--- src/rtl/dispatch_pkg.sv ---
// Shared sizes, slot types and index arithmetic for the dual request dispatcher.
package dispatch_pkg;

    localparam int REQ_N_DEF     = 12;
    localparam int PAYLOAD_W_DEF = 8;
    localparam int OUT_N_DEF     = $clog2(REQ_N_DEF);

    typedef logic [OUT_N_DEF-1:0]     idx_t;
    typedef logic [PAYLOAD_W_DEF-1:0] payload_t;

    // Both operands are already below n, so one conditional subtract wraps the sum.
    function automatic int wrap_add(input int idx, input int ptr, input int n);
        int sum;
        sum = idx + ptr;
        if (sum >= n) begin
            sum = sum - n;
        end else begin
            sum = sum;
        end
        return sum;
    endfunction

endpackage

--- src/rtl/dispatch_out_slot.sv ---
// One registered valid/ready output channel that reloads whenever it is open.
module dispatch_out_slot #(
    parameter int OUT_N     = 4,
    parameter int PAYLOAD_W = 8
) (
    input  logic                 i_clk,
    input  logic                 i_rst_n,
    input  logic                 i_ready,
    input  logic                 i_load_valid,
    input  logic [OUT_N-1:0]     i_load_idx,
    input  logic [PAYLOAD_W-1:0] i_load_data,
    output logic                 o_open,
    output logic                 o_valid,
    output logic [OUT_N-1:0]     o_idx,
    output logic [PAYLOAD_W-1:0] o_data
);

    logic                 valid_r;
    logic [OUT_N-1:0]     idx_r;
    logic [PAYLOAD_W-1:0] data_r;

    assign o_open  = !valid_r || i_ready;
    assign o_valid = valid_r;
    assign o_idx   = idx_r;
    assign o_data  = data_r;

    // Index and payload only move on a real load, so a stalled channel stays stable.
    always_ff @(posedge i_clk) begin
        if (!i_rst_n) begin
            valid_r <= 1'b0;
            idx_r   <= '0;
            data_r  <= '0;
        end else if (o_open) begin
            valid_r <= i_load_valid;
            if (i_load_valid) begin
                idx_r  <= i_load_idx;
                data_r <= i_load_data;
            end else begin
                idx_r  <= idx_r;
                data_r <= data_r;
            end
        end else begin
            valid_r <= valid_r;
        end
    end

endmodule

--- src/rtl/dual_priority_encoder.sv ---
// Finds the lowest and second-lowest set bits of a request vector.
module dual_priority_encoder #(
    parameter int REQ_N = 12,
    parameter int OUT_N = $clog2(REQ_N)
) (
    input  logic [REQ_N-1:0] i_req,
    output logic [OUT_N-1:0] o_data_1,
    output logic             o_1_valid,
    output logic [OUT_N-1:0] o_data_2,
    output logic             o_2_valid
);

    logic [OUT_N-1:0] d1_s;
    logic [OUT_N-1:0] d2_s;
    logic             v1_s;
    logic             v2_s;

    // Ascending scan: the first hit is pick 1, the second hit is pick 2.
    always_comb begin
        d1_s = '0;
        d2_s = '0;
        v1_s = 1'b0;
        v2_s = 1'b0;
        for (int i = 0; i < REQ_N; i++) begin
            if (i_req[i] && !v1_s) begin
                d1_s = OUT_N'(i);
                v1_s = 1'b1;
            end else if (i_req[i] && !v2_s) begin
                d2_s = OUT_N'(i);
                v2_s = 1'b1;
            end else begin
                d2_s = d2_s;
            end
        end
    end

    assign o_data_1  = d1_s;
    assign o_1_valid = v1_s;
    assign o_data_2  = d2_s;
    assign o_2_valid = v2_s;

endmodule

--- src/rtl/dual_req_dispatcher.sv ---
// Pending-request bitmap with payload RAM feeding two valid/ready channels.
// Defining DUAL_DISPATCH_RR_EN switches fixed lowest-index priority to round-robin.
module dual_req_dispatcher
    import dispatch_pkg::*;
#(
    parameter int REQ_N     = REQ_N_DEF,
    parameter int OUT_N     = $clog2(REQ_N),
    parameter int PAYLOAD_W = PAYLOAD_W_DEF
) (
    input  logic                 i_clk,
    input  logic                 i_rst_n,
    input  logic                 i_wr_en,
    input  logic [OUT_N-1:0]     i_wr_idx,
    input  logic [PAYLOAD_W-1:0] i_wr_data,
    output logic                 o_valid_0,
    output logic [OUT_N-1:0]     o_idx_0,
    output logic [PAYLOAD_W-1:0] o_data_0,
    input  logic                 i_ready_0,
    output logic                 o_valid_1,
    output logic [OUT_N-1:0]     o_idx_1,
    output logic [PAYLOAD_W-1:0] o_data_1,
    input  logic                 i_ready_1,
    output logic [REQ_N-1:0]     o_pending,
    output logic                 o_busy
);

    logic [REQ_N-1:0]     pending_r;
    logic [REQ_N-1:0]     pending_nxt_s;
    logic [REQ_N-1:0]     wr_mask_s;
    logic [REQ_N-1:0]     clr_mask_s;
    logic [REQ_N-1:0]     hold_mask_s;
    logic [REQ_N-1:0]     avail_s;
    logic [REQ_N-1:0]     enc_req_s;
    logic [PAYLOAD_W-1:0] ram_r [REQ_N];
    logic                 wr_ok_s;
    logic [OUT_N-1:0]     enc_d1_s;
    logic [OUT_N-1:0]     enc_d2_s;
    logic                 enc_v1_s;
    logic                 enc_v2_s;
    logic [OUT_N-1:0]     pick1_idx_s;
    logic [OUT_N-1:0]     pick2_idx_s;
    logic                 open0_s;
    logic                 open1_s;
    logic                 ld1_valid_s;
    logic [OUT_N-1:0]     ld1_idx_s;
    logic [PAYLOAD_W-1:0] ld0_data_s;
    logic [PAYLOAD_W-1:0] ld1_data_s;

    assign wr_ok_s = i_wr_en && (int'(i_wr_idx) < REQ_N);

    // A slot re-requested while parked in a stalled channel must not be granted to the other channel.
    always_comb begin
        hold_mask_s = '0;
        hold_mask_s[o_idx_0] = o_valid_0 & ~i_ready_0;
        hold_mask_s[o_idx_1] = hold_mask_s[o_idx_1] | (o_valid_1 & ~i_ready_1);
    end

    assign avail_s = pending_r & ~hold_mask_s;

`ifdef DUAL_DISPATCH_RR_EN
    logic [OUT_N-1:0] rr_ptr_r;
    logic [OUT_N-1:0] last_idx_s;
    logic             any_load_s;

    // Rotate so the slot at rr_ptr_r lands at encoder bit 0.
    always_comb begin
        enc_req_s = '0;
        for (int i = 0; i < REQ_N; i++) begin
            enc_req_s[i] = avail_s[OUT_N'(wrap_add(i, int'(rr_ptr_r), REQ_N))];
        end
    end

    assign pick1_idx_s = OUT_N'(wrap_add(int'(enc_d1_s), int'(rr_ptr_r), REQ_N));
    assign pick2_idx_s = OUT_N'(wrap_add(int'(enc_d2_s), int'(rr_ptr_r), REQ_N));
    assign any_load_s  = (open0_s & enc_v1_s) | (open1_s & ld1_valid_s);
    assign last_idx_s  = (open1_s && ld1_valid_s) ? ld1_idx_s : pick1_idx_s;

    // Pointer moves just past the last slot granted this cycle.
    always_ff @(posedge i_clk) begin
        if (!i_rst_n) begin
            rr_ptr_r <= '0;
        end else if (any_load_s) begin
            rr_ptr_r <= OUT_N'(wrap_add(int'(last_idx_s), 1, REQ_N));
        end else begin
            rr_ptr_r <= rr_ptr_r;
        end
    end
`else
    assign enc_req_s   = avail_s;
    assign pick1_idx_s = enc_d1_s;
    assign pick2_idx_s = enc_d2_s;
`endif

    dual_priority_encoder #(
        .REQ_N (REQ_N),
        .OUT_N (OUT_N)
    ) u_enc (
        .i_req     (enc_req_s),
        .o_data_1  (enc_d1_s),
        .o_1_valid (enc_v1_s),
        .o_data_2  (enc_d2_s),
        .o_2_valid (enc_v2_s)
    );

    // Channel 1 takes the second pick only when channel 0 is also loading.
    always_comb begin
        if (open0_s) begin
            ld1_valid_s = enc_v2_s;
            ld1_idx_s   = pick2_idx_s;
        end else begin
            ld1_valid_s = enc_v1_s;
            ld1_idx_s   = pick1_idx_s;
        end
        clr_mask_s = '0;
        clr_mask_s[pick1_idx_s] = open0_s & enc_v1_s;
        clr_mask_s[ld1_idx_s]   = clr_mask_s[ld1_idx_s] | (open1_s & ld1_valid_s);
        if (wr_ok_s) begin
            wr_mask_s = '0;
            wr_mask_s[i_wr_idx] = 1'b1;
        end else begin
            wr_mask_s = '0;
        end
    end

    // Payload is read before the same-edge write lands, so a collided load sees the old value.
    assign ld0_data_s    = ram_r[pick1_idx_s];
    assign ld1_data_s    = ram_r[ld1_idx_s];
    assign pending_nxt_s = (pending_r & ~clr_mask_s) | wr_mask_s;

    // Pending bitmap update.
    always_ff @(posedge i_clk) begin
        if (!i_rst_n) begin
            pending_r <= '0;
        end else begin
            pending_r <= pending_nxt_s;
        end
    end

    // Payload RAM keeps its contents through reset.
    always_ff @(posedge i_clk) begin
        if (wr_ok_s) begin
            ram_r[i_wr_idx] <= i_wr_data;
        end
    end

    dispatch_out_slot #(
        .OUT_N     (OUT_N),
        .PAYLOAD_W (PAYLOAD_W)
    ) u_slot_0 (
        .i_clk        (i_clk),
        .i_rst_n      (i_rst_n),
        .i_ready      (i_ready_0),
        .i_load_valid (enc_v1_s),
        .i_load_idx   (pick1_idx_s),
        .i_load_data  (ld0_data_s),
        .o_open       (open0_s),
        .o_valid      (o_valid_0),
        .o_idx        (o_idx_0),
        .o_data       (o_data_0)
    );

    dispatch_out_slot #(
        .OUT_N     (OUT_N),
        .PAYLOAD_W (PAYLOAD_W)
    ) u_slot_1 (
        .i_clk        (i_clk),
        .i_rst_n      (i_rst_n),
        .i_ready      (i_ready_1),
        .i_load_valid (ld1_valid_s),
        .i_load_idx   (ld1_idx_s),
        .i_load_data  (ld1_data_s),
        .o_open       (open1_s),
        .o_valid      (o_valid_1),
        .o_idx        (o_idx_1),
        .o_data       (o_data_1)
    );

    assign o_pending = pending_r;
    assign o_busy    = (|pending_r) | o_valid_0 | o_valid_1;

endmodule

--- config.mk ---
export PLATFORM = sky130hd
export DESIGN_NAME = dual_req_dispatcher
export DESIGN_NICKNAME = d
export VERILOG_FILES = /design/src/rtl/dispatch_pkg.sv /design/src/rtl/dispatch_out_slot.sv /design/src/rtl/dual_priority_encoder.sv /design/src/rtl/dual_req_dispatcher.sv
export SDC_FILE = /design/constraint.sdc
export NUM_CORES = 1
export LEC_CHECK = 0
export CORE_MARGIN = 2
export CORE_UTILIZATION = 40
export DETAILED_ROUTE_END_ITERATION = 8
export DONT_BUFFER_PORTS = 1
export GPL_TIMING_DRIVEN = 0
export PLACE_DENSITY_LB_ADDON = 0.3
export SYNTH_ARGS = -nofsm -noshare
export SYNTH_HDL_FRONTEND = slang
export SYNTH_SLANG_ARGS = --single-unit
export TNS_END_PERCENT = 50
--- constraint.sdc ---
create_clock -name i_clk -period 4 [get_ports i_clk]
set_input_delay 0.6 -clock i_clk [delete_from_list [all_inputs] [get_ports i_clk]]
set_output_delay 0.6 -clock i_clk [all_outputs]
set_load 0.02 [all_outputs]
# --- Yosys cells after proc, flatten, opt, wreduce, memory -nomap -nowiden ---
# Memories as Yosys holds them, arrays and structs flattened. A register that Yosys moved wholly into a read port is not among the register bits.
# Index checks and enable logic that the tools add are counted.
# W data, S select, Z words.
totals:
  reg_bits: 22
  word_cells: 179
  output_inout_bits: 39
  memories: 1
  ramBits: 96
  inputBits: 17
classes:
  bitwise: 17
  n_reduce_logical: 57
  n_mux: 88
  magnitude_cmp: 11
mem_list:
  columns: ["name", "depth", "word_bits", "rd", "rd_clocked_by_memory_dff", "write_ports", "line_no", "text"]
  rows:
  - ["ram_r", 12, 8, 2, 2, 1, "dual_req_dispatcher.sv:34", "logic [PAYLOAD_W-1:0] ram_r [REQ_N];"]
op_table:
  columns: ["operator", "n"]
  rows:
  - ["$mux W4", 26]
  - ["$and A12 B12 Y12", 4]
  - ["$mux W1", 46]
  - ["$logic_and A1 B1 Y1", 27]
  - ["$logic_not A1 Y1", 25]
  - ["$lt A4 B5 Y1 const B", 5]
  - ["$bwmux W12", 2]
  - ["$not A12 Y12", 2]
  - ["$demux W1 S4", 5]
  - ["$ge A4 B1 Y1 const B", 5]
  - ["$mux W12", 1]
  - ["$mux W3", 4]
  - ["$or A12 B12 Y12", 1]
  - ["$reduce_or A12 Y1", 1]
  - ["$bmux W1 S4", 2]
  - ["$and A1 B1 Y1", 4]
  - ["$lt A4 B4 Y1 const B", 1]
  - ["$mux W2", 2]
  - ["$or A1 B1 Y1", 4]
  - ["$reduce_and A2 Y1", 2]
  - ["$logic_or A1 B1 Y1", 2]
  - ["$not A1 Y1", 2]

# --- Logic depth before layout (Yosys ltp) ---
# Gate-level depths: netlist of run 1.
logic_depth:
  ltp_word: 64
  ltp_mapped: 16
  ltp_nobuf: 12

# --- Modules after synthesis ---
# From an unflattened synthesis of run 1, not the netlist that was laid out.
hier_totals:
  cells_unflattened: 748
  hier_area_um2: 7664.9
modules_own_cells:
  columns: ["module", "area_each_um2", "seq_area_each_um2", "cells_each", "instances"]
  rows:
  - ["dual_req_dispatcher", 5969.5, 3123.0, 552, 1]
  - ["dispatch_out_slot", 549.3, 260.2, 58, 2]
  - ["dual_priority_encoder", 596.8, 0.0, 80, 1]

# --- Worst setup path before layout of run 1 ---
# Ideal clock, no wire load.
synth_path:
  path_type: "input -> register"
  start: "input i_ready_0"
  end: "register pending_r[7], in the netlist o_pending[7]"
  setup_ns: 0.115
  t_required_ns: 3.885
  n_path_buf: 3
  setup_slack_ns: 0.273
  arrival_ns: 3.612
  path_stages: 15
  path_cell_list: "or4b_1 > buf_2 > o31ai_1 > and4_1 > o2bb2ai_2 > nor4b_4 > nand2_1 > xnor2_2 > o311ai_4 > nand2_4 > buf_12 > buf_6 > nor2_1 > a21oi_1 > o21a_1"
synth_via:
  elab_chain_len: 62
synth_lines:
  columns: ["item", "line_no", "text"]
  rows:
  - ["from (decl)", "dual_req_dispatcher.sv:18", "input logic i_ready_0,"]
  - ["$not A1 Y1", "dual_req_dispatcher.sv:54", "hold_mask_s[o_idx_0] = o_valid_0 & ~i_ready_0;"]
  - ["$and A1 B1 Y1", "dual_req_dispatcher.sv:54", null]
  - ["$and A12 B12 Y12 (no line)", null, null]
  - ["$bmux W1 S4", "dual_req_dispatcher.sv:55", "hold_mask_s[o_idx_1] = hold_mask_s[o_idx_1] | (o_valid_1 & ~i_ready_1);"]
  - ["$mux W1 (not written as such)", "dual_req_dispatcher.sv:55", null]
  - ["$or A1 B1 Y1", "dual_req_dispatcher.sv:55", null]
  - ["$bwmux W12", "dual_req_dispatcher.sv:55", null]
  - ["$not A12 Y12", "dual_req_dispatcher.sv:58", "assign avail_s = pending_r & ~hold_mask_s;"]
  - ["(+46 left out)", null, null]
  - ["$lt A4 B5 Y1 (not written as such) or $ge A4 B1 Y1 (tied branches)", "dual_req_dispatcher.sv:116", "clr_mask_s[ld1_idx_s] = clr_mask_s[ld1_idx_s] | (open1_s & ld1_valid_s);"]
  - ["$logic_and A1 B1 Y1 (not written as such)", "dual_req_dispatcher.sv:116", null]
  - ["$mux W1 (not written as such)", "dual_req_dispatcher.sv:116", null]
  - ["$demux W1 S4", "dual_req_dispatcher.sv:116", null]
  - ["$bwmux W12 (*)", "dual_req_dispatcher.sv:116", null]
  - ["$not A12 Y12 (*)", "dual_req_dispatcher.sv:128", "assign pending_nxt_s = (pending_r & ~clr_mask_s) | wr_mask_s;"]
  - ["$and A12 B12 Y12 (*)", "dual_req_dispatcher.sv:128", null]
  - ["$or A12 B12 Y12 (*)", "dual_req_dispatcher.sv:128", null]
  - ["to (signal assigned)", "dual_req_dispatcher.sv:135", "pending_r <= pending_nxt_s;"]
  - ["to (decl)", "dual_req_dispatcher.sv:27", "logic [REQ_N-1:0] pending_r;"]
# Every way passes the cells marked *; elsewhere a longest branch is shown, timed or not. The select of a mux whose other input is x is not followed.
# A chain may end at the register's enable or synchronous reset.

# --- Final worst setup path of run 1 ---
layout_path:
  start: "register u_slot_0.idx_r[3], in the netlist u_slot_0.o_idx[3]"
  end: "register u_slot_1.data_r[0], in the netlist u_slot_1.o_data[0], read port of ram_r"
layout_via:
  elab_chain_len: 57
layout_lines:
  columns: ["item", "line_no", "text"]
  rows:
  - ["from (decl)", "dispatch_out_slot.sv:19", "logic [OUT_N-1:0] idx_r;"]
  - ["from (signal assigned)", "dispatch_out_slot.sv:36", "idx_r <= i_load_idx;"]
  - ["from (signal assigned)", "dispatch_out_slot.sv:39", "idx_r <= idx_r;"]
  - ["$lt A4 B5 Y1 (not written as such) or $ge A4 B1 Y1 (tied branches)", "dual_req_dispatcher.sv:54", null]
  - ["$logic_and A1 B1 Y1 (not written as such)", "dual_req_dispatcher.sv:54", null]
  - ["$mux W1 (not written as such)", "dual_req_dispatcher.sv:54", null]
  - ["$demux W1 S4 (*)", "dual_req_dispatcher.sv:54", null]
  - ["$and A12 B12 Y12 (no line) (*)", null, null]
  - ["$bmux W1 S4", "dual_req_dispatcher.sv:55", null]
  - ["$mux W1 (not written as such)", "dual_req_dispatcher.sv:55", null]
  - ["$or A1 B1 Y1", "dual_req_dispatcher.sv:55", null]
  - ["(+41 left out)", null, null]
  - ["$mux W1", "dual_priority_encoder.sv:28", "end else if (i_req[i] && !v2_s) begin"]
  - ["$mux W1", "dual_priority_encoder.sv:25", "if (i_req[i] && !v1_s) begin"]
  - ["$logic_not A1 Y1", "dual_priority_encoder.sv:28", null]
  - ["$logic_and A1 B1 Y1", "dual_priority_encoder.sv:28", null]
  - ["$mux W1", "dual_priority_encoder.sv:28", null]
  - ["$mux W1", "dual_priority_encoder.sv:25", null]
  - ["$mux W1", "dual_req_dispatcher.sv:107", "if (open0_s) begin"]
  - ["$reduce_and A2 Y1 (no line)", null, null]
  - ["to (decl)", "dispatch_out_slot.sv:20", "logic [PAYLOAD_W-1:0] data_r;"]
# Marked as above.

==> reports/metrics.cfg, run 1 <==
[outcome]
status=complete, but fails checks
violations=setup timing

[final_layout]
fill_cells=1596
syn_to_final_growth_pct=22.1
final_cell_count_no_fill=1009
antenna_cells=0
drive_gt1_frac=0.247
nNetsFinal=784

[drt]
firstDrtPassIters=6
drt_iter0_markers=778
vias=6456
drt_wl_total_um=24700
vias_per_cell=6.40
drc=0
postRouteAntennaNets=0
avgRoutedWirePerCell_um=24.5

[clock_tree]
path_clk_slew_ns=0.06
worstSkewPairLatency_ns=0.43
cts_tree=done
clock_path_buffers=2
hold_buffers=0
cts_sinks=134
cts-buffers-inserted=17
cts_max_level=4
cts_root_buf=clkbuf_16

[timing]
fin_crit_sh=1.00
final-setup-viol-count=2
hold_viol_final=0
max_slew.worst_pin.slew_ns=1.32
fmaxAchievable_mhz=249
grt_setup_unrepaired=yes
fin_crit_ns=4.01
report.final.slew_viol_count=0
skew_ns=0.00728
finalWorstSetupSlack_ns=-0.0149
slew_headroom=0.117

[global_route]
grt.met2_usage=0.407
grt_pass1_vias=6285
antenna_found_initial=0
grt.overflow.total=0
top_usage_layer=met2
grt_max_degree=17
grtUsageTotal=0.251
grt_pass1_wl_um=36900
gr-usage-met1=0.313
met3_usage=0.0687

[floorplan]
ios=56
dieArea_mm2=0.0197
core_mm2=0.0181
rows=49
die_w_um=140
initial_utilization=0.412
die_h_um=140

[synth]
synth_cell_type_count=78
synth.largest_area_cell=edfxtp_1
dominantRegCellSynth=edfxtp_1
yosys-top-cells-area=edfxtp_1 39%, dfxtp_1 10%, mux2i_1 5.6%
synth_fp_nets=746
netlist_instances=729
synth_area_per_cell_um2=10.2
synth_top_area_frac=0.387
synth_edf_count=96
syn-cell-area_mm2=0.00744
synth_seq_cells=134
async_flop_share=0
ys_warn_count=0
ys_seq_area_frac=0.489

[placed_design]
routabilityCongestion=0.933
hpwl_um=16800
numPortBuffers=0
dp_cells=961

[worst_hold_path]
hold_path_class=primary input to register

[setup_path]
worst-path-max-fanout=8
max_stage_delay_ns=0.54
setup.worst_path.class=register to register
arrival_ns=4.32
cp_cell_sequence=or4b_4 -> buf_8 -> o41ai_4 -> and4_1 -> o2bb2ai_4 -> nor4b_4 -> nand2_2 -> xnor2_4 -> o311ai_4 -> nand2_4 -> buf_12 -> mux2i_2 -> o221a_1 -> a31oi_1
startpoint_type=register
worstSetupEndpointType=register
cp_top_family=simple AND/OR/NAND/NOR gates
reg2reg_slack_ns=-0.01
crit_slowest_cell=or4b_4
path_buf_inv=2
required_ns=4.31

[power_and_ir_drop]
p_total_mw=4.18
p_leak_nw=3.13
power_density_mw_per_mm2=460
ir_worst_vdd_v=0.000493

[run]
maxCapViolCount=0

[placed cells by master, fill, tap and decap left out, drive strengths merged, types with 17 or more instances in the layout]
master,count
clkbuf,45
a31oi,24
nor2,50
mux2i,42
o211ai,17
mux2,22
buf,39
nand2,101
a21oi,61
o21ai,46
edfxtp,96
dfxtp,38
[worst register-to-register path, stage by stage (launching register included)]
cell and delay [ns]:
dfxtp_4 0.40, or4b_4 0.54, buf_8 0.16, o41ai_4 0.41, and4_1 0.30, o2bb2ai_4 0.12
nor4b_4 0.37, nand2_2 0.15, xnor2_4 0.18, o311ai_4 0.35, nand2_4 0.16, buf_12 0.19
mux2i_2 0.18, o221a_1 0.29, a31oi_1 0.10
[sequential cells by signal, indices dropped and copies added, names as in the netlist]
register and count:
u_slot_0.o_data 8, u_slot_1.o_data 8, o_pending 12, u_slot_1.o_valid 1
u_slot_0.o_idx 4, u_slot_1.o_idx 4, ram_r 96, u_slot_0.o_valid 1
[what timing repair did]
action / in CTS / in global routing
setup buffers: 5 / 9
hold endpoints to repair: 0 / 0
resized for setup: 57 / 79
setup endpoints to repair: 33 / 33
pin swaps: 5 / 27
cloned: 0 / 2
[power by group]
| part | switching [mW] | internal (mW) | total, mW |
|---|---|---|---|
| Sequential | 0.0994 | 1.55 | 1.65 |
| Clock | 0.630 | 1.12 | 1.75 |
| Combinational | 0.490 | 0.299 | 0.788 |
[area by class of cell]
cell class	instances	area [um2]	share of cell area
clock buffers	19	433	0.0476
inverters	6	22.5	0.00248
repair buffers	19	189	0.0208
multi-input cells	543	3940	0.433
plain buffers	46	347	0.0381
clock inverters	13	219	0.0241
flip-flops and latches	134	3660	0.403
well taps	229	287	0.0315
[cell usage after synthesis, drive strengths merged (5+ instances only)]
cell and number:
o21ai 46, buf 28, edfxtp 96, mux2i 42, a211oi 14, nor2b 5, nand2b 14, a21oi 61
nor4b 6, nand3 12, a31oi 24, a21o 5, nor2 50, o21a 14, clkbuf 18, o31ai 5
inv 6, o221a 11, nor3 14, dfxtp 38, mux2 22, nand2 101, o211ai 17
[routing by layer]
layer | up-vias | wire length (um)
li1 | 2882 | -
met1 | 3131 | 9590
met2 | 372 | 11700
met3 | 71 | 2490
met4 | 0 | 935
met5 | - | 0
[worst paths after layout]
path,startpoint,end,cells after the start
hold / removal,i_wr_data[4],ram_r[0][4],0
hold reg to reg,u_slot_0.o_idx[3],u_slot_0.o_idx[3],2
setup reg to reg,u_slot_0.o_idx[3],u_slot_1.o_data[0],14
setup / recovery,u_slot_0.o_idx[3],u_slot_1.o_data[0],14
[logic make-up after synthesis]
kind of cell               after synthesis  synth area share
AOI/OAI and AO/OA                      242             0.226
xor gates and xnor gates                 6           0.00807
adders and majority gates                1           0.00134
buffers and inverters                   52            0.0350
DFF                                    134             0.489
muxes                                   64            0.0897
and+or+nand+nor                        230             0.151
[metrics by stage]
stage	setup WS, ns	hold WS (ns)	util	area, um2	setup TNS (ns)
5_1_grt	-0.104	0.241	0.503	9090	-0.952
6_report	-0.0149	0.260	0.503	9090	-0.0249
3_3_place_gp	-0.631	0.659	0.427	7730	-15.17
3_5_place_dp	-0.697	0.660	0.430	7780	-15.11
2_1_floorplan	0.273	0.601	-	7440	0
4_1_cts	0.000445	0.243	0.482	8710	0
(Power assumes the default switching activity.)
==> run 2, diff against run 1 <==
--- a/config.mk
+++ b/config.mk
@@ -7,2 +7,3 @@
 export LEC_CHECK = 0
+export CORE_ASPECT_RATIO = 0.75
 export CORE_MARGIN = 2
--- a/constraint.sdc
+++ b/constraint.sdc
@@ -3,2 +3,2 @@
 set_output_delay 0.6 -clock i_clk [all_outputs]
-set_load 0.02 [all_outputs]
+set_load 0.05 [all_outputs]
==> reports/metrics.cfg, run 2 (synthesized netlist as in run 1, its figures left out) <==
[outcome]
status=finished clean

[setup_path]
worst-path-max-fanout=10
cp-startpoint=u_slot_1.o_idx[1]
reg2reg_from=u_slot_1.o_idx[1]
arrival_ns=4.26
required_ns=4.31
setup.worst_path.class=register to register
worstSetupEndpointType=register
startpoint_type=register

[placed_design]
numPortBuffers=0
routabilityCongestion=0.910
hpwl_um=17200

[drt]
vias=6564
postRouteAntennaNets=0
drt_wl_total_um=25700
drt_iter0_markers=928
drc=0
firstDrtPassIters=6
vias_per_cell=6.39
avgRoutedWirePerCell_um=25.0

[timing]
final-setup-viol-count=0
grt_setup_unrepaired=yes
fin_hold_ws_ns=0.260
fin_crit_ns=3.95
fmaxAchievable_mhz=253
skew_ns=0.0109
slew_headroom=0.0952
fin_crit_sh=0.989
hold_viol_final=0
report.final.slew_viol_count=0
max_slew.worst_pin.slew_ns=1.35
final.setup.tns_ns=0

[power_and_ir_drop]
p_total_mw=4.19
p_leak_nw=3.12
power_density_mw_per_mm2=462
ir_worst_vdd_v=0.000308

[clock_tree]
hold_buffers=0
path_clk_slew_ns=0.07
cts_tree=done
cts_root_buf=clkbuf_16
cts-buffers-inserted=17
clock_path_buffers=2
cts_max_level=4
worstSkewPairLatency_ns=0.43
cts_sinks=134

[final_layout]
fin_util=0.494
final_common_cell=nand2_1
drive_gt1_frac=0.256
largest_register_ffs=96
nNetsFinal=785
final_cell_mix=99 x nand2_1, 96 x edfxtp_1, 44 x a21oi_1, 42 x nor2_1
largest_register=ram_r
syn_to_final_growth_pct=21.8
antenna_cells=0
fill_cells=1676

[run]
maxCapViolCount=0

[global_route]
met3_usage=0.0790
grtUsageTotal=0.256
antenna_found_initial=0
grt_max_degree=17
top_usage_layer=met2
grt.met2_usage=0.381
grt.overflow.total=0
gr-usage-met1=0.358
grt_pass1_wl_um=37300
grt_pass1_vias=6145

[floorplan]
ios=56
die_h_um=122
die_w_um=162
rows=43
core_mm2=0.0183
initial_utilization=0.406
dieArea_mm2=0.0197

[worst_hold_path]
hold_path_class=primary input to register
holdCritStartpoint=i_wr_data[5]

-- run 2: changes by cell type in the layout (fill, tap and decap cells not counted), sizes merged --
cell / previous run / this run
buf: 39 / 41
bufinv: 5 / 3
clkbuf: 45 / 43
clkinv: 0 / 1
clkinvlp: 3 / 2
inv: 11 / 14
-- run 2: cell type report --
| class | instances | area [um2] | area share |
|---|---|---|---|
| Clock buffer | 18 | 429 | 0.0473 |
| Sequential cell | 134 | 3680 | 0.405 |
| Multi-Input combinational cell | 543 | 3940 | 0.435 |
| Buffer | 46 | 324 | 0.0357 |
| Clock inverter | 14 | 189 | 0.0208 |
| Timing Repair Buffer | 20 | 175 | 0.0193 |
| Inverter | 6 | 22.5 | 0.00248 |
| Tap cell | 247 | 309 | 0.0341 |
-- run 2: layer usage --
layer | part of all wire | routed length [um]
met2 | 0.43 | 11100
met1 | 0.43 | 11200
met5 | 0 | 0
met3 | 0.11 | 2820
met4 | 0.024 | 610
-- run 2: through the flow --
stage	area, um2	cells	setup WS (ns)
6_report	9070	1028	0.0454
5_1_grt	9070	1028	-0.123
4_1_cts	8700	1014	-0.00584
3_5_place_dp	7790	978	-0.807
3_3_place_gp	7750	976	-0.785
2_1_floorplan	7440	729	0.114
-- run 2: what timing repair did --
action | CTS | global route
cloned | 0 | 1
setup buffers | 4 | 13
pin swaps | 5 | 19
resized for setup | 67 | 72
setup endpoints to repair | 34 | 33
-- run 2: where the power goes --
part	leakage (nW)	total (mW)	internal (mW)	switching, mW
combinational	1.64	0.786	0.285	0.501
clock	0.297	1.67	1.00	0.669
sequential	1.18	1.73	1.54	0.185
total	3.12	4.19	2.83	1.36
-- run 2: final timing paths --
kind / to / slack, ns / cells after the start
worst max-delay path: u_slot_1.o_data[4] / 0.05 / 14
worst min-delay path: ram_r[5][5] / 0.26 / 0
worst max register to register: u_slot_1.o_data[4] / 0.05 / 14
worst min register to register: u_slot_0.o_idx[2] / 0.62 / 2
-- run 2: critical path, cell delays in order, from the launching register on --
cell and delay, ns:
dfxtp_4 0.40, buf_4 0.20, or4b_2 0.72, a22oi_2 0.24, nand3_2 0.14, o2bb2ai_4 0.21, nor4b_4 0.34, nand2_1 0.14
xnor2_2 0.18, o311ai_4 0.37, nand2_4 0.17, buf_4 0.19, mux2i_1 0.15, o221a_1 0.28, a31oi_1 0.10
==> run 3, diff against run 2 <==
TNS_END_PERCENT = not set   (was 50)
clock period = 5 ns   (was 4 ns; I/O delays follow)
==> reports/metrics.cfg, run 3 (synthesized netlist as in run 1, its figures left out) <==
[clock_tree]
cts_max_level=4
worstSkewPairLatency_ns=0.43
cts_tree=done
hold_buffers=0
clock_path_buffers=2
cts_sinks=134
cts-buffers-inserted=17
path_clk_slew_ns=0.07
cts_root_buf=clkbuf_16

[global_route]
met3_usage=0.0773
grtUsageTotal=0.253
grt.met2_usage=0.377
gr-usage-met1=0.357
grt_max_degree=17
grt.overflow.total=0
grt_pass1_vias=6053
grt_pass1_wl_um=36900
top_usage_layer=met2
antenna_found_initial=0

[setup_path]
worst-path-max-fanout=10
setup.worst_path.class=register to register
worstSetupEndpointType=register
startpoint_type=register
required_ns=5.30
arrival_ns=5.14
reg2reg_slack_ns=0.16

[final_layout]
nNetsFinal=769
drive_gt1_frac=0.149
finalInstanceArea_mm2=0.00847
syn_to_final_growth_pct=13.7
fill_cells=1712
final_cell_count_no_fill=1012
largest_register_ffs=96
final_common_cell=nand2_1
antenna_cells=0
multi_input_area_mm2=0.00359
final_cell_mix=100 x nand2_1, 96 x edfxtp_1, 60 x a21oi_1, 49 x nor2_1, 46 x o21ai_0
layout.area.seq_mm2=0.00364
largest_register=ram_r

[drt]
firstDrtPassIters=6
postRouteAntennaNets=0
drt_iter0_markers=1068
avgRoutedWirePerCell_um=24.5
vias_per_cell=6.28
drc=0
vias=6353
drt_wl_total_um=24800

[timing]
fin_crit_ns=4.84
fin_crit_sh=0.968
final-setup-viol-count=0
skew_ns=0.00973
max_slew.worst_pin.slew_ns=1.36
slew_headroom=0.0918
fmaxAchievable_mhz=207
hold_viol_final=0
final.setup.tns_ns=0
fin_hold_ws_ns=0.406
report.final.slew_viol_count=0

[power_and_ir_drop]
p_int_mw=2.22
power_density_mw_per_mm2=386
ir_worst_vdd_v=0.000245
p_comb_frac=0.167
p_leak_nw=2.94
p_total_mw=3.27
pwr-share-seq=0.423
clkPwrFrac=0.410
sw_frac_of_total=0.321
p_sw_mw=1.05

[placed_design]
dp_cells=978
hpwl_um=17200
routabilityCongestion=0.910
place_area_mm2=0.00779
numPortBuffers=0

[floorplan]
initial_utilization=0.406
rows=43
die_w_um=162
core_mm2=0.0183
ios=56
dieArea_mm2=0.0197
die_h_um=122

[outcome]
status=finished clean

[run]
maxCapViolCount=0

[worst_hold_path]
hold_path_class=primary input to register

run 3: power groups by stage:
stage | clock network [mW] | registers (mW) | logic (mW)
after global routing | 1.38 | 1.39 | 0.583
final | 1.34 | 1.38 | 0.547
after detailed placement | 0 | 1.40 | 0.523
after global placement | 0 | 1.40 | 0.520
after CTS | 1.33 | 1.38 | 0.526
after floorplan | 0 | 1.38 | 0.377
run 3: worst max-delay path, cell delays in order (launching register included):
cell and delay, ns:
dfxtp_1 0.64, buf_2 0.30, clkbuf_1 0.38, nor4bb_1 0.47, o31ai_1 0.22, a21o_1 0.22, o21ai_0 0.39, a21oi_1 0.23
o2bb2ai_4 0.39, a2bb2o_1 0.33, nor2_1 0.33, buf_2 0.37, a21oi_1 0.07, o211ai_1 0.25, a31oi_1 0.12
run 3: path summary, 6_finish.rpt:
| kind | to | start | depth (start not counted) |
|---|---|---|---|
| setup / recovery | u_slot_1.o_data[7] | u_slot_1.o_idx[0] | 14 |
| hold reg to reg | u_slot_1.o_data[5] | ram_r[6][5] | 3 |
| setup reg to reg | u_slot_1.o_data[7] | u_slot_1.o_idx[0] | 14 |
| hold / removal | ram_r[11][3] | i_wr_data[3] | 0 |
run 3: area by class of cell:
class / instances / share of cell area
clock inverters: 14 / 0.0223
repair buffers: 4 / 0.00443
well taps: 247 / 0.0365
inverters: 6 / 0.00266
plain buffers: 46 / 0.0287
multi-input cells: 543 / 0.424
flip-flops and latches: 134 / 0.430
clock buffers: 18 / 0.0507
run 3: routing by layer:
metal	part of all wire	up-vias	wire (um)
li1	-	2857	-
met1	0.44	3109	10900
met2	0.43	352	10700
met3	0.11	35	2780
met4	0.014	0	342
met5	0	-	0
run 3: repair_timing:
action,CTS,global route
endpoints found under the setup margin,0,22
setup buffers,0,2
resized for setup,0,11
run 3: through the flow:
step / setup slack (ns) / util
after floorplan: 1.11 / -
after CTS: 0.182 / 0.458
final: 0.161 / 0.461
after global routing: -0.122 / 0.461
after global placement: 0.215 / 0.423
after detailed placement: 0.193 / 0.425
==> RTL change 1: new RTL, settings of run 1 <==
The option `DUAL_DISPATCH_RR_EN` is turned on by a define.
--- a/src/rtl/dual_req_dispatcher.sv
+++ b/src/rtl/dual_req_dispatcher.sv
@@ -1,5 +1,7 @@
 // Pending-request bitmap with payload RAM feeding two valid/ready channels.
 // Defining DUAL_DISPATCH_RR_EN switches fixed lowest-index priority to round-robin.
+`define DUAL_DISPATCH_RR_EN
+
 module dual_req_dispatcher
     import dispatch_pkg::*;
 #(
Function: changed (a bounded check fails within 4 cycles, from zero or initial values and one cycle with i_rst_n low).
==> RTL change 1 against run 1 <==
The flow still finishes with violations (negative setup slack). Synthesized cell count is 52% higher. Wire length is 46% higher. Cell count rose by 55%. Sequential cell count increased by 4. Global-route usage increased by 1.5 points. Worst setup slack worse by 3.0 ns. Synthesized area rose by 35%. Cell area up 48%. Count of clock-buffer cells in the layout down 2.
Power is not shown: default switching activity piles up to over one toggle a cycle in this logic, so the estimate is an artifact.
==> RTL change 1: results (changes against run 1) <==
| Metric | Value |
|---|---|
| Share of layout cells above drive strength 1 | `33.8% (was 24.7%)` |
| PortBufs | `0 (unchanged)` |
| Post-synth EDFFs | `96 (unchanged)` |
| Largest stage delay, worst path | `0.52 ns (was 0.54 ns)` |
| GRT met2 Usage | `43.9% (was 40.7%)` |
| Worst Tran Pin Value | `1.25 ns (was 1.32 ns)` |
| 1st-pass router iterations | `5 (was 6)` |
| Critical Path Slowest Stage Cell | `mux4_2 (was or4b_4)` |
| Setup TNS | `-94.00 ns (was -0.0249 ns)` |
| Net Count, Synth | `1162 (was 746)` |
| CP Data Arrival Time | `7.38 ns (was 4.32 ns)` |
| Biggest register | `ram_r (unchanged)` |
| Number of H-tree levels | `4 (unchanged)` |
| Met1 usage | `33.2% (was 31.3%)` |
| NumNets Final | `1275 (was 784)` |
| Worst setup margin | `-3.05 ns (was -0.0149 ns)` |
| Outcome | `complete, but fails checks (unchanged)` |
| Max clock buf depth | `2 (unchanged)` |
| Vias in the first global route | `9270 (was 6285)` |
| ANT cells | `0 (unchanged)` |
| GRT Resource Usage Total | `26.6% (was 25.1%)` |
| Share of the yosys chip area belonging to registers | `37.0% (was 48.9%)` |
| Routed length per placed instance | `23.1 um (was 24.5 um)` |
| Pin count of the biggest net entering global routing | `17 (unchanged)` |
| Vias per cell | `6.27 (was 6.40)` |
| Initial antenna violation count | `0 (unchanged)` |
| Violated checks | `negative setup slack (unchanged)` |
| Later-pin clock latency in the skew report | `0.43 ns (about the same)` |
| Synth top cells by count | `nand2_1 (187), edfxtp_1 (96), nor2_1 (91) (was nand2_1 (100), edfxtp_1 (96), a21oi_1 (61))` |
| Clk slew on worst S/H paths | `0.07 ns` |
| CTS root buffer | `clkbuf_16 (unchanged)` |
| Clock Skews | `0.00924 ns (was 0.00728 ns)` |
| Global-route wire length before repair | `53.5 mm (was 36.9 mm)` |
| Synth warn | `0 (unchanged)` |
| CP max FO | `8 (unchanged)` |
| Synth area leaders | `edfxtp_1 (29%), dfxtp_1 (8.4%), nand2_1 (7.0%), mux4_2 (6.3%), ha_1 (4.4%) (was edfxtp_1 (39%), dfxtp_1 (10%), mux2i_1 (5.6%), nand2_1 (5.0%), a21oi_1 (4.1%))` |
| Initial drt markers | `1119 (was 778)` |
| Final setup violating endpoints | `40 (was 2)` |
| GP Congestion | `0.915 (was 0.933)` |
| HPWL after DPL | `24.4 mm (was 16.8 mm)` |
| Hold_buf cts | `0 (unchanged)` |
| Ys async rst share | `0% (unchanged)` |
| Hold crit path type | `in2reg (unchanged)` |
| Met3 Usage GRT | `5.14% (was 6.87%)` |
| Filler instances | `2129 (was 1596)` |
| Netlist cell types | `93 (was 78)` |
-- RTL change 1: changes by cell type after synthesis, moves of 14 or more --
cell / change
buf_2: -16
clkbuf_1: +32
ha_1: +35
mux2_2: -16
mux2i_1: -19
mux4_2: +28
nand2_1: +87
nand3_1: +39
nor2_1: +42
o21ai_0: -14
xnor2_1: +21
-- RTL change 1: kinds of logic after synthesis --
family / synth area share [%]
buffers and inverters: 3.72
adder cells (fa/ha/maj): 4.96
AND/OR/NAND/NOR: 22.1
XOR/XNOR: 2.35
AO/OA/AOI/OAI: 20.6
multiplexers: 9.34
flip-flops: 37.0
-- RTL change 1: worst paths after layout --
kind / start / endpoint / slack (ns) / cells after the start
worst min-delay path: i_wr_data[4] / ram_r[8][4]$_DFFE_PP_ / 0.26 / 0
worst min register to register: u_slot_1.o_data[3]$_SDFFE_PN0P_ / u_slot_1.o_data[3]$_SDFFE_PN0P_ / 0.56 / 2
worst max-delay path: u_slot_0.o_idx[1]$_SDFFE_PN0P_ / rr_ptr_r[2]$_SDFFE_PN0P_ / -3.05 / 30
worst max register to register: u_slot_0.o_idx[1]$_SDFFE_PN0P_ / rr_ptr_r[2]$_SDFFE_PN0P_ / -3.05 / 30
-- RTL change 1: critical path, delay by kind of cell (launching register included) --
kind / cells / cell delay, ns
AND/OR/NAND/NOR: 9 / 1.97
flip-flops: 1 / 0.38
adder cells (fa/ha/maj): 4 / 1.13
AO/OA/AOI/OAI: 9 / 1.60
XOR/XNOR: 2 / 0.38
multiplexers: 3 / 1.10
buffers and inverters: 3 / 0.39
-- RTL change 1: final cells by class --
class	instances	area (sq um)	share of cell area [%]
Buffer	64	628	4.66
Clock buffer	17	425	3.15
Clock inverter	15	186	1.38
Inverter	23	104	0.770
Multi-Input combinational cell	877	7140	52.9
Sequential cell	138	3760	27.9
Tap cell	330	413	3.06
Timing Repair Buffer	100	828	6.14
-- RTL change 1: repair_timing --
action / CTS / global route
buffers inserted: 68 / 29
cloned: 0 / 1
endpoints found under the setup margin: 42 / 41
pin swaps: 54 / 56
gates resized for setup: 253 / 77
-- RTL change 1: per-stage QoR --
| step | instance area [sq um] | instances | utilization [%] | worst slack (ns) |
|---|---|---|---|---|
| 3_3_place_gp | 10700 | 1438 | 42.7 | -4.80 |
| 2_1_floorplan | 10300 | 1108 | - | -2.83 |
| 4_1_cts | 12900 | 1536 | 51.7 | -2.87 |
| 5_1_grt | 13500 | 1564 | 54.0 | -3.31 |
| 3_5_place_dp | 10700 | 1441 | 42.9 | -4.86 |
| 6_report | 13500 | 1564 | 54.0 | -3.05 |
-- RTL change 1: metal layers --
layer | vias to the layer above | share of wire, %
met5 | - | 0
met4 | 0 | 5.1
li1 | 4419 | -
met2 | 486 | 48
met3 | 121 | 7.7
met1 | 4775 | 40
==> RTL change 2: new RTL, settings of run 1 <==
Made on the original files. Set the package constant `REQ_N_DEF` to 24 (it was 12).
--- a/src/rtl/dispatch_pkg.sv
+++ b/src/rtl/dispatch_pkg.sv
@@ -1,7 +1,7 @@
 // Shared sizes, slot types and index arithmetic for the dual request dispatcher.
 package dispatch_pkg;
 
-    localparam int REQ_N_DEF     = 12;
+    localparam int REQ_N_DEF     = 24;
     localparam int PAYLOAD_W_DEF = 8;
     localparam int OUT_N_DEF     = $clog2(REQ_N_DEF);
 
Ports: changed (resized i_wr_idx, o_idx_0, o_idx_1 and o_pending); port bits go from 56 to 71. No check against the original RTL was run, so the function may have changed too.
==> RTL change 2 against run 1 <==
The run still ends with negative setup slack left. Cell area is 96% higher. Wire length is 130% higher. Synthesized area is 89% higher. Sequential share of layout area is 1.8 points lower. Clock skew is 0.0091 ns higher. Synthesized cell count is 83% higher. Global-route usage is 5.4 points higher. Power is 79% higher. Worst setup slack worse by 0.82 ns. Sequential cell count is 110 higher. Largest cell class unchanged. Largest power group is now registers.
==> RTL change 2: results (changes against run 1) <==
| Metric | Value |
|---|---|
| Outcome | `complete, but fails checks (unchanged)` |
| Violated checks | `negative setup slack (unchanged)` |
| Num CTS Buffers | `27 (was 17)` |
| CP Data Arrival Time | `5.24 ns (was 4.32 ns)` |
| Share of layout cells above drive strength 1 | `29.0% (was 24.7%)` |
| Filler instances | `3052 (was 1596)` |
| Post-synthesis adder-cell area fraction | `0.0711% (was 0.134%)` |
| Clock share of power | `32.5% (was 41.8%)` |
| Top Family by Delay on Critical Path | `compound AO/OA/AOI/OAI gates (was simple AND/OR/NAND/NOR gates)` |
| Post-Route WL | `57.3 mm (was 24.7 mm)` |
| Netlist cell types | `93 (was 78)` |
| Worst Tran Pin Value | `1.29 ns (was 1.32 ns)` |
| Synth area leaders | `edfxtp_1 (41%), mux2i_1 (10%), dfxtp_1 (7.4%), nand2_1 (3.7%), mux2_2 (2.7%) (was edfxtp_1 (39%), dfxtp_1 (10%), mux2i_1 (5.6%), nand2_1 (5.0%), a21oi_1 (4.1%))` |
| Number of H-tree levels | `1 (was 4)` |
| P_leak | `6.32 nW (was 3.13 nW)` |
| Num rows | `68 (was 49)` |
| Synth top cells by count | `edfxtp_1 (192), mux2i_1 (141), nand2_1 (138) (was nand2_1 (100), edfxtp_1 (96), a21oi_1 (61))` |
| Placed Area | `14700 sq um (was 7780 sq um)` |
| Psw | `0.00238 W (was 0.00122 W)` |
| GRT Resource Usage Total | `30.5% (was 25.1%)` |
| Max clock buf depth | `3 (was 2)` |
| HPWL after DPL | `38.9 mm (was 16.8 mm)` |
| Final setup violating endpoints | `45 (was 2)` |
| Initial drt markers | `1535 (was 778)` |
| Worst setup margin | `-0.837 ns (was -0.0149 ns)` |
| XOR/XNOR share of the synthesized area | `0.613% (was 0.807%)` |
-- RTL change 2: cell count changes after synthesis, moves of 19 or more --
cell      delta
nor2b_1     +34
mux2i_1     +99
nor2_1      +40
clkbuf_1    +26
edfxtp_1    +96
nand2_1     +38
o211ai_1    +19
a211oi_1    +33
-- RTL change 2: timing repair --
| item | 4_1_cts | 5_1_grt |
|---|---|---|
| gates cloned | 4 | 3 |
| setup endpoints to repair | 51 | 50 |
| pin swaps | 31 | 40 |
| gates resized for setup | 243 | 98 |
| buffers inserted | 68 | 22 |
-- RTL change 2: area by class of cell --
type                       count  area [sq um]  share of cell area (%)
sequential                   244          6850                    38.4
buffer                        83           776                    4.35
inverter                      10          41.3                   0.232
timing repair buffer          96           945                    5.30
clock inverter                12          93.8                   0.527
multi-input combinational    988          7780                    43.7
tap                          455           569                    3.20
clock buffer                  37           757                    4.25
-- RTL change 2: final timing paths --
check                                                  endpoint  cells after the start
worst max register to register  u_slot_1.o_data[0]$_SDFFE_PN0P_                     19
worst min-delay path                     ram_r[18][3]$_DFFE_PP_                      0
worst min register to register  u_slot_0.o_data[5]$_SDFFE_PN0P_                      2
worst max-delay path            u_slot_1.o_data[0]$_SDFFE_PN0P_                     19
-- RTL change 2: cells by family (layout without fill, tap and decap cells) --
logic type | after synthesis | after routing
DFF | 244 | 244
AOI/OAI and AO/OA | 412 | 413
muxes | 177 | 177
xor gates and xnor gates | 9 | 9
adders and majority gates | 1 | 1
buffers and inverters | 101 | 238
and+or+nand+nor | 388 | 388
-- RTL change 2: layer usage --
layer | wire length (um) | vias to the layer above | global-route usage, %
met4 | 3570 | 0 | 16.4
met3 | 5320 | 229 | 5.72
met2 | 26700 | 833 | 50.6
met5 | 0 | - | 0
met1 | 21700 | 6272 | 37.7
li1 | - | 5453 | -
-- RTL change 2: metrics by stage --
stage / util, % / setup WS, ns / setup TNS, ns / hold WS [ns] / cells
2_1_floorplan: - / -0.338 / -5.25 / 0.581 / 1332
5_1_grt: 51.4 / -0.881 / -27.51 / 0.149 / 1925
4_1_cts: 49.5 / -0.771 / -21.10 / 0.148 / 1901
3_5_place_dp: 42.6 / -2.05 / -78.35 / 0.663 / 1787
3_3_place_gp: 42.6 / -2.48 / -77.66 / 0.661 / 1787
6_report: 51.4 / -0.837 / -22.24 / 0.158 / 1925
-- RTL change 2: worst register-to-register path, delay by kind of cell (launching register included) --
| family | cells | cell delay [ns] |
|---|---|---|
| buffers and inverters | 6 | 0.93 |
| AOI/OAI and AO/OA | 9 | 2.33 |
| muxes | 1 | 0.24 |
| and+or+nand+nor | 3 | 0.81 |
| DFF | 1 | 0.39 |
